`src/rtl/if_fetch.sv`:
```
// Instruction-fetch stage: owns the PC, fetches over a req/ready handshake with a
// variable-latency memory, buffers one word for a stalled decode, squashes on branches.
module if_fetch #(
  parameter logic [15:0] RESET_PC = 16'h0000
) (
  input  logic        clk,
  input  logic        rst,
  input  logic        WriteEnable,
  input  logic        br_taken,
  input  logic [15:0] br_target,
  output logic        imem_req,
  output logic [15:0] imem_addr,
  input  logic        imem_ready,
  input  logic [15:0] imem_data,
  output logic [15:0] IF_Instr,
  output logic [15:0] PC_in,
  output logic        halted
);

  typedef enum logic [1:0] {S_REQ, S_HOLD, S_DRAIN, S_HALT} state_t;

  state_t      r_state;
  logic [15:0] r_pc;
  logic [15:0] r_areg;
  logic [15:0] r_buf;
  logic [15:0] r_bufpc;
  logic        r_req;
  logic        r_halted;

  logic [15:0] w_bufpc2;
  logic        w_is_hlt;

  assign w_bufpc2 = r_bufpc + 16'd2;
  assign w_is_hlt = (r_buf[15:12] == 4'b1111);

  always_ff @(posedge clk) begin
    if (rst) begin
      r_state  <= S_REQ;
      r_pc     <= RESET_PC;
      r_areg   <= RESET_PC;
      r_buf    <= 16'h0000;
      r_bufpc  <= RESET_PC;
      r_req    <= 1'b0;
      r_halted <= 1'b0;
    end else begin
      case (r_state)
        S_REQ: begin
          r_req <= 1'b1;
          if (br_taken) begin
            r_pc <= br_target;
            if (imem_ready) begin
              r_areg <= br_target;
            end else begin
              // The in-flight request cannot be cancelled; wait it out at the old address.
              r_state <= S_DRAIN;
            end
          end else if (imem_ready) begin
            r_buf   <= imem_data;
            r_bufpc <= r_pc;
            r_state <= S_HOLD;
            r_req   <= 1'b0;
          end
        end
        S_HOLD: begin
          if (br_taken) begin
            r_pc    <= br_target;
            r_areg  <= br_target;
            r_state <= S_REQ;
            r_req   <= 1'b1;
          end else if (WriteEnable) begin
            if (w_is_hlt) begin
              r_state  <= S_HALT;
              r_halted <= 1'b1;
            end else begin
              r_pc    <= w_bufpc2;
              r_areg  <= w_bufpc2;
              r_state <= S_REQ;
              r_req   <= 1'b1;
            end
          end
        end
        S_DRAIN: begin
          if (br_taken) begin
            r_pc <= br_target;
          end
          if (imem_ready) begin
            r_areg  <= br_taken ? br_target : r_pc;
            r_state <= S_REQ;
          end
        end
        S_HALT: begin
          // A HLT fetched down a mispredicted path is undone by the resolving branch.
          if (br_taken) begin
            r_halted <= 1'b0;
            r_pc     <= br_target;
            r_areg   <= br_target;
            r_state  <= S_REQ;
            r_req    <= 1'b1;
          end
        end
        default: r_state <= S_REQ;
      endcase
    end
  end

  assign imem_req  = r_req;
  assign imem_addr = r_areg;
  assign halted    = r_halted;
  assign IF_Instr  = (!rst && r_state == S_HOLD) ? r_buf : 16'h0000;
  assign PC_in     = rst ? RESET_PC : ((r_state == S_HOLD) ? w_bufpc2 : r_pc);

endmodule
```
`config.mk`:
```
export PLATFORM = sky130hd
export DESIGN_NAME = if_fetch
export DESIGN_NICKNAME = d
export VERILOG_FILES = /design/src/rtl/if_fetch.sv
export SDC_FILE = /design/constraint.sdc
export NUM_CORES = 1
export LEC_CHECK = 0
export BUFFER_PORTS_ARGS = -buffer_cell sky130_fd_sc_hd__buf_2
export CORE_ASPECT_RATIO = 1.4
export CORE_MARGIN = 3
export CORE_UTILIZATION = 45
export DETAILED_ROUTE_END_ITERATION = 12
export PLACE_DENSITY = 0.66
export SLEW_MARGIN = 15
export SYNTH_ARGS = -nofsm -noshare
export SYNTH_HDL_FRONTEND = slang
export SYNTH_SLANG_ARGS = --single-unit
```
`constraint.sdc`:
```
create_clock -name clk -period 2.15 [get_ports clk]
set_input_delay 0.3225 -clock clk [delete_from_list [all_inputs] [get_ports clk]]
set_output_delay 0.3225 -clock clk [all_outputs]
set_load 0.01 [all_outputs]
```
[Word-level counts from Yosys, hierarchy flattened]
Cells that the tools add are included.
W data, S select, Z words.
Storage, ports and cells
  register bits: 68
  input port bits: 37
  output and inout bits: 50
  logic and storage cells: 70
Operators by class
  $add $sub $neg: 1
  equality and inequality tests: 15
  muxes and demuxes: 34
  bitwise logic cells: 1
  reductions and logical operators: 12
Operators by type and width (count)
  $mux W16: 11
  $pmux W16 S4: 1
  $pmux W16 S2: 1
  $add A16 B2 Y16 const B: 1
  $mux W2: 8
  $ne A2 B2 Y1 const B: 7
  $ne A3 B3 Y1 const B: 4
  $mux W1: 10
  $reduce_and A5 Y1: 2
  $pmux W2 S4: 1
  $reduce_and A6 Y1: 1
  $eq A2 B2 Y1 const B: 2
  $eq A4 B4 Y1 const B: 1
  $reduce_and A4 Y1: 1
  $pmux W1 S3: 1
  $reduce_and A3 Y1: 1
  $reduce_bool A3 Y1: 1
  $reduce_or A3 Y1: 1
  $eq A2 B1 Y1 const B: 1
  $logic_not A2 Y1: 1
  $pmux W1 S2: 1
  $reduce_and A2 Y1: 1
  $reduce_bool A2 Y1: 1
  $logic_and A1 B1 Y1: 1
  2 further kinds: 2

[Depth between registers and ports, before layout]
  word-level depth: 5
  depth in mapped cells: 10
  depth with buffers taken out: 7

[Least setup slack after synthesis]
OpenSTA, ideal clock, no wires.
  path kind: register to output
  start point: register r_state[1]
  end point: output port PC_in[11]
  arrival time: 1.640 ns
  required time: 1.827 ns
  path slack: 0.188 ns
  stages on the path, launching flop included: 8
  buffers on the path: 3
  cell sequence: dfxtp_1 > inv_1 > ha_1 > buf_2 > buf_2 > buf_1 > nor2_1 > a211oi_1
Between the ends
  cells in the longest elaborated chain, start to end: 3
Ends and longest elaborated chain
  from (decl): line 22  | state_t r_state;
  from (signal assigned): line 38  | r_state <= S_REQ;
  from (signal assigned): line 55  | r_state <= S_DRAIN;
  from (signal assigned): line 60  | r_state <= S_HOLD;
  $eq A2 B1 Y1: line 110  | assign PC_in = rst ? RESET_PC : ((r_state == S_HOLD) ? w_bufpc2 : r_pc);
  $mux W16 (2 in series): line 110
  to (decl): line 16  | output logic [15:0] PC_in,
Every way passes these cells.

[Final worst setup path]
  start point: register r_bufpc[2]
  end point: output port PC_in[15]
Between the ends
  cells in the longest elaborated chain, start to end: 3
Ends and longest elaborated chain
  from (decl): line 26  | logic [15:0] r_bufpc;
  from (signal assigned): line 59  | r_bufpc <= r_pc;
  $add A16 B2 Y16: line 33  | assign w_bufpc2 = r_bufpc + 16'd2;
  $mux W16 (2 in series): line 110
Every way passes these cells.

==> metrics <==
fin crit share=103%; worst-path fanout max=3; worst-case reg-to-reg path depth=8; Worst EP required=1830 ps; first-pass iteration count of the detailed router=5; vias in the first global route=4058; Adder-Cell Fraction of Synth Area=1.93%; TNS Setup=-219 ps; max_cap viols=0; Layout Area Growth over Synthesis=31.6%; Fillers=750; first-pass GRT wire length=19900 microns; Synth cell types=61; Ys Warns=0; routed via count=4237; most common cell after layout, fill and taps aside=nand2_1; Syn Area/Cell=7.70 sq um; RR Endpoint=imem_addr[14]; main combinational cell family by area after synthesis=simple AND/OR/NAND/NOR gates; static leakage=2.22 nW; post-DR vias/cell=5.94; Final Slew Violations=0; clk sink count=68; Synth Instances=506; Storage cell area=1380 sq um; syn_nets=549; Max Freq=450 MHz; Min-Delay Path Class=primary input to flip-flop; clock network power share=32.2%; Peak supply drop=634 uV; Synth Area in Simple Gates=26.4%; Site Rows=39; I/O Pins=87; post-synthesis mux area share=5.24%; synthesized area=3890 sq um; Worst slew margin=72.3%; CTS H-tree depth=3; Die Span X=84.6 microns; HPWL after DPL=8970 microns; wire length per cell=17.9 microns; Clock Path Buffers=2; critical path endpoint=PC_in[15]; CTS tree=done; Final min period=2220 ps; Int Pwr=2.97 mW; initial DRC count=321; Crit path arrival time=1900 ps; # DRC=0; Tot GR Track Use=25.8%; RSZ-0062 raised after global routing=yes; GPL Wtd Cong=0.890; Num CTS Buffers=9; total power=4.65 mW; core area=8300 sq um; switching pwr=1.68 mW; Setup Skew=5.70 ps; multi-input logic area=2490 sq um; crit path launch=r_bufpc[2]; Die Span Y=116 microns; XOR/XNOR Fraction of Synth Area=2.92%; share of cells above drive strength 1=31.6%; Setup CP Type=flip-flop to primary output; P per Cell Area=907 nW/um^2; worst r2r src=r_bufpc[2]; Compound-Gate Fraction of Synth Area=23.1%; sequential power share=34.3%; cts hold-fix bufs=0; # setup viols final=6; final WL=12800 microns; initial core utilization=47.0%; Worst-Skew Late Latency=330 ps; clk slew on worst S/H paths=60 ps; Synth top area share=35.0%; Yosys reg bits=68; GRT overflow=0; Critical Path Sink Type=primary output; Synth area leaders=dfxtp_1 35%, nand2_1 8.9%, a21oi_1 6.4%, nor2_1 4.6%, mux2i_1 4.4%; Comb pwr share=33.5%; final worst-path setup slack=-71.1 ps; switching power share of the total=36.1%; failing checks=setup timing; root buffer cell=clkbuf_16; number of routed nets with antenna violations=0; status=finished with violations; Synth Flop Type=dfxtp_1; ys async rst share=0%; Fin. Hold Viols=0; antenna diode count=0; port bufs=86; EDFF count, synth=0; reg2reg setup slack=110 ps; Post-layout nets=649; commonest non-fill, non-tap cells in the layout=90 x nand2_1, 86 x buf_2, 58 x dfxtp_1; Die ar.=9820 sq um; largest net degree at the start of global routing=33; initial antenna violation count=0; crit path launch type=flip-flop; sequential area share after synthesis=35.0%; Synth area leader=dfxtp_1; Worst Tran Pin Value=404 ps
[repair_timing]
action | CTS | global route
pin swaps | 7 | 9
gates resized for setup | 18 | 26
setup buffers | 5 | 10
endpoints found under the setup margin | 24 | 33
[power groups by stage]
stage / registers [mW] / logic [mW] / clock network [mW]
after global routing: 1.61 / 1.70 / 1.57
after global placement: 1.60 / 1.47 / 0
after floorplan: 1.61 / 0.959 / 0
after detailed placement: 1.60 / 1.49 / 0
final: 1.59 / 1.56 / 1.50
after CTS: 1.58 / 1.52 / 1.51
[sequential cells by signal, summed over array words and instances, names as in the netlist]
signal / count
imem_addr: 16
r_buf: 16
r_bufpc: 16
r_pc: 16
r_state: 2
halted: 1
imem_req: 1
[worst min-delay path by stage]
stage           endpoint  slack (ps)  cells after the start           from
3_3_place_gp    r_buf[9]         440                      2       r_buf[9]
3_5_place_dp    r_buf[6]         440                      2       r_buf[6]
5_1_grt        r_buf[13]         220                      3  imem_data[13]
2_1_floorplan   r_buf[0]         430                      2       r_buf[0]
6_report       r_buf[13]         220                      3  imem_data[13]
4_1_cts        r_buf[13]         210                      3  imem_data[13]
[per-stage QoR]
stage / util, % / cells / hold slack (ps) / area, sq um / worst slack, ps
detailed placement: 54.4 / 682 / 442 / 4510 / 112
finish: 61.8 / 713 / 221 / 5130 / -71.1
global route: 61.8 / 713 / 223 / 5130 / -151
global placement: 54.4 / 682 / 437 / 4510 / 161
CTS: 59.4 / 703 / 213 / 4930 / -70.4
floorplan: - / 506 / 432 / 3890 / 188
[Yosys cell counts, types with 3 or more instances]
library cell	instances
buf_1	5
a221oi_1	9
o211ai_1	4
nor3b_1	5
a31oi_1	4
inv_1	9
o21ai_0	18
nor3_1	8
nor2b_1	6
nor4_1	3
nand2b_1	4
ha_1	6
a211oi_1	19
nand3_1	8
buf_2	13
nand2_1	92
xnor2_1	4
a22oi_1	3
xor2_1	9
dfxtp_1	68
and2_1	17
nor2_1	48
a21oi_1	50
and3_1	8
o221ai_1	3
a22o_1	4
clkbuf_1	18
mux2i_1	17
[critical path, stage by stage (launching register included)]
cell,delay [ps]
dfxtp_2,350
ha_4,160
and3_4,190
and3_4,210
nand4_1,130
xor2_1,180
a211oi_2,190
buf_2,160
[final cells by class]
| cell class | count | share of cell area [%] |
|---|---|---|
| multi-input cells | 388 | 48.6 |
| flip-flops and latches | 68 | 26.8 |
| repair buffers | 128 | 15.4 |
| clock buffers | 9 | 4.39 |
| well taps | 102 | 2.49 |
| clock inverters | 7 | 1.46 |
| inverters | 11 | 0.805 |
[routing by layer]
| metal | wire length, microns | global-route usage (%) | vias to the layer above |
|---|---|---|---|
| met5 | 0 | 0 | - |
| met4 | 728 | 17.2 | 0 |
| met3 | 823 | 4.34 | 49 |
| met2 | 6310 | 44.7 | 201 |
| met1 | 4910 | 28.9 | 1993 |
| li1 | - | - | 1994 |
[kinds of logic (layout without fill, tap and decap cells)]
logic type / Yosys count / count (layout)
and+or+nand+nor: 215 / 215
xor gates and xnor gates: 13 / 13
AOI/OAI and AO/OA: 134 / 134
DFF: 68 / 68
buffers and inverters: 50 / 155
adders and majority gates: 6 / 6
muxes: 20 / 20
Note: power is estimated with default switching activity, not from simulation.
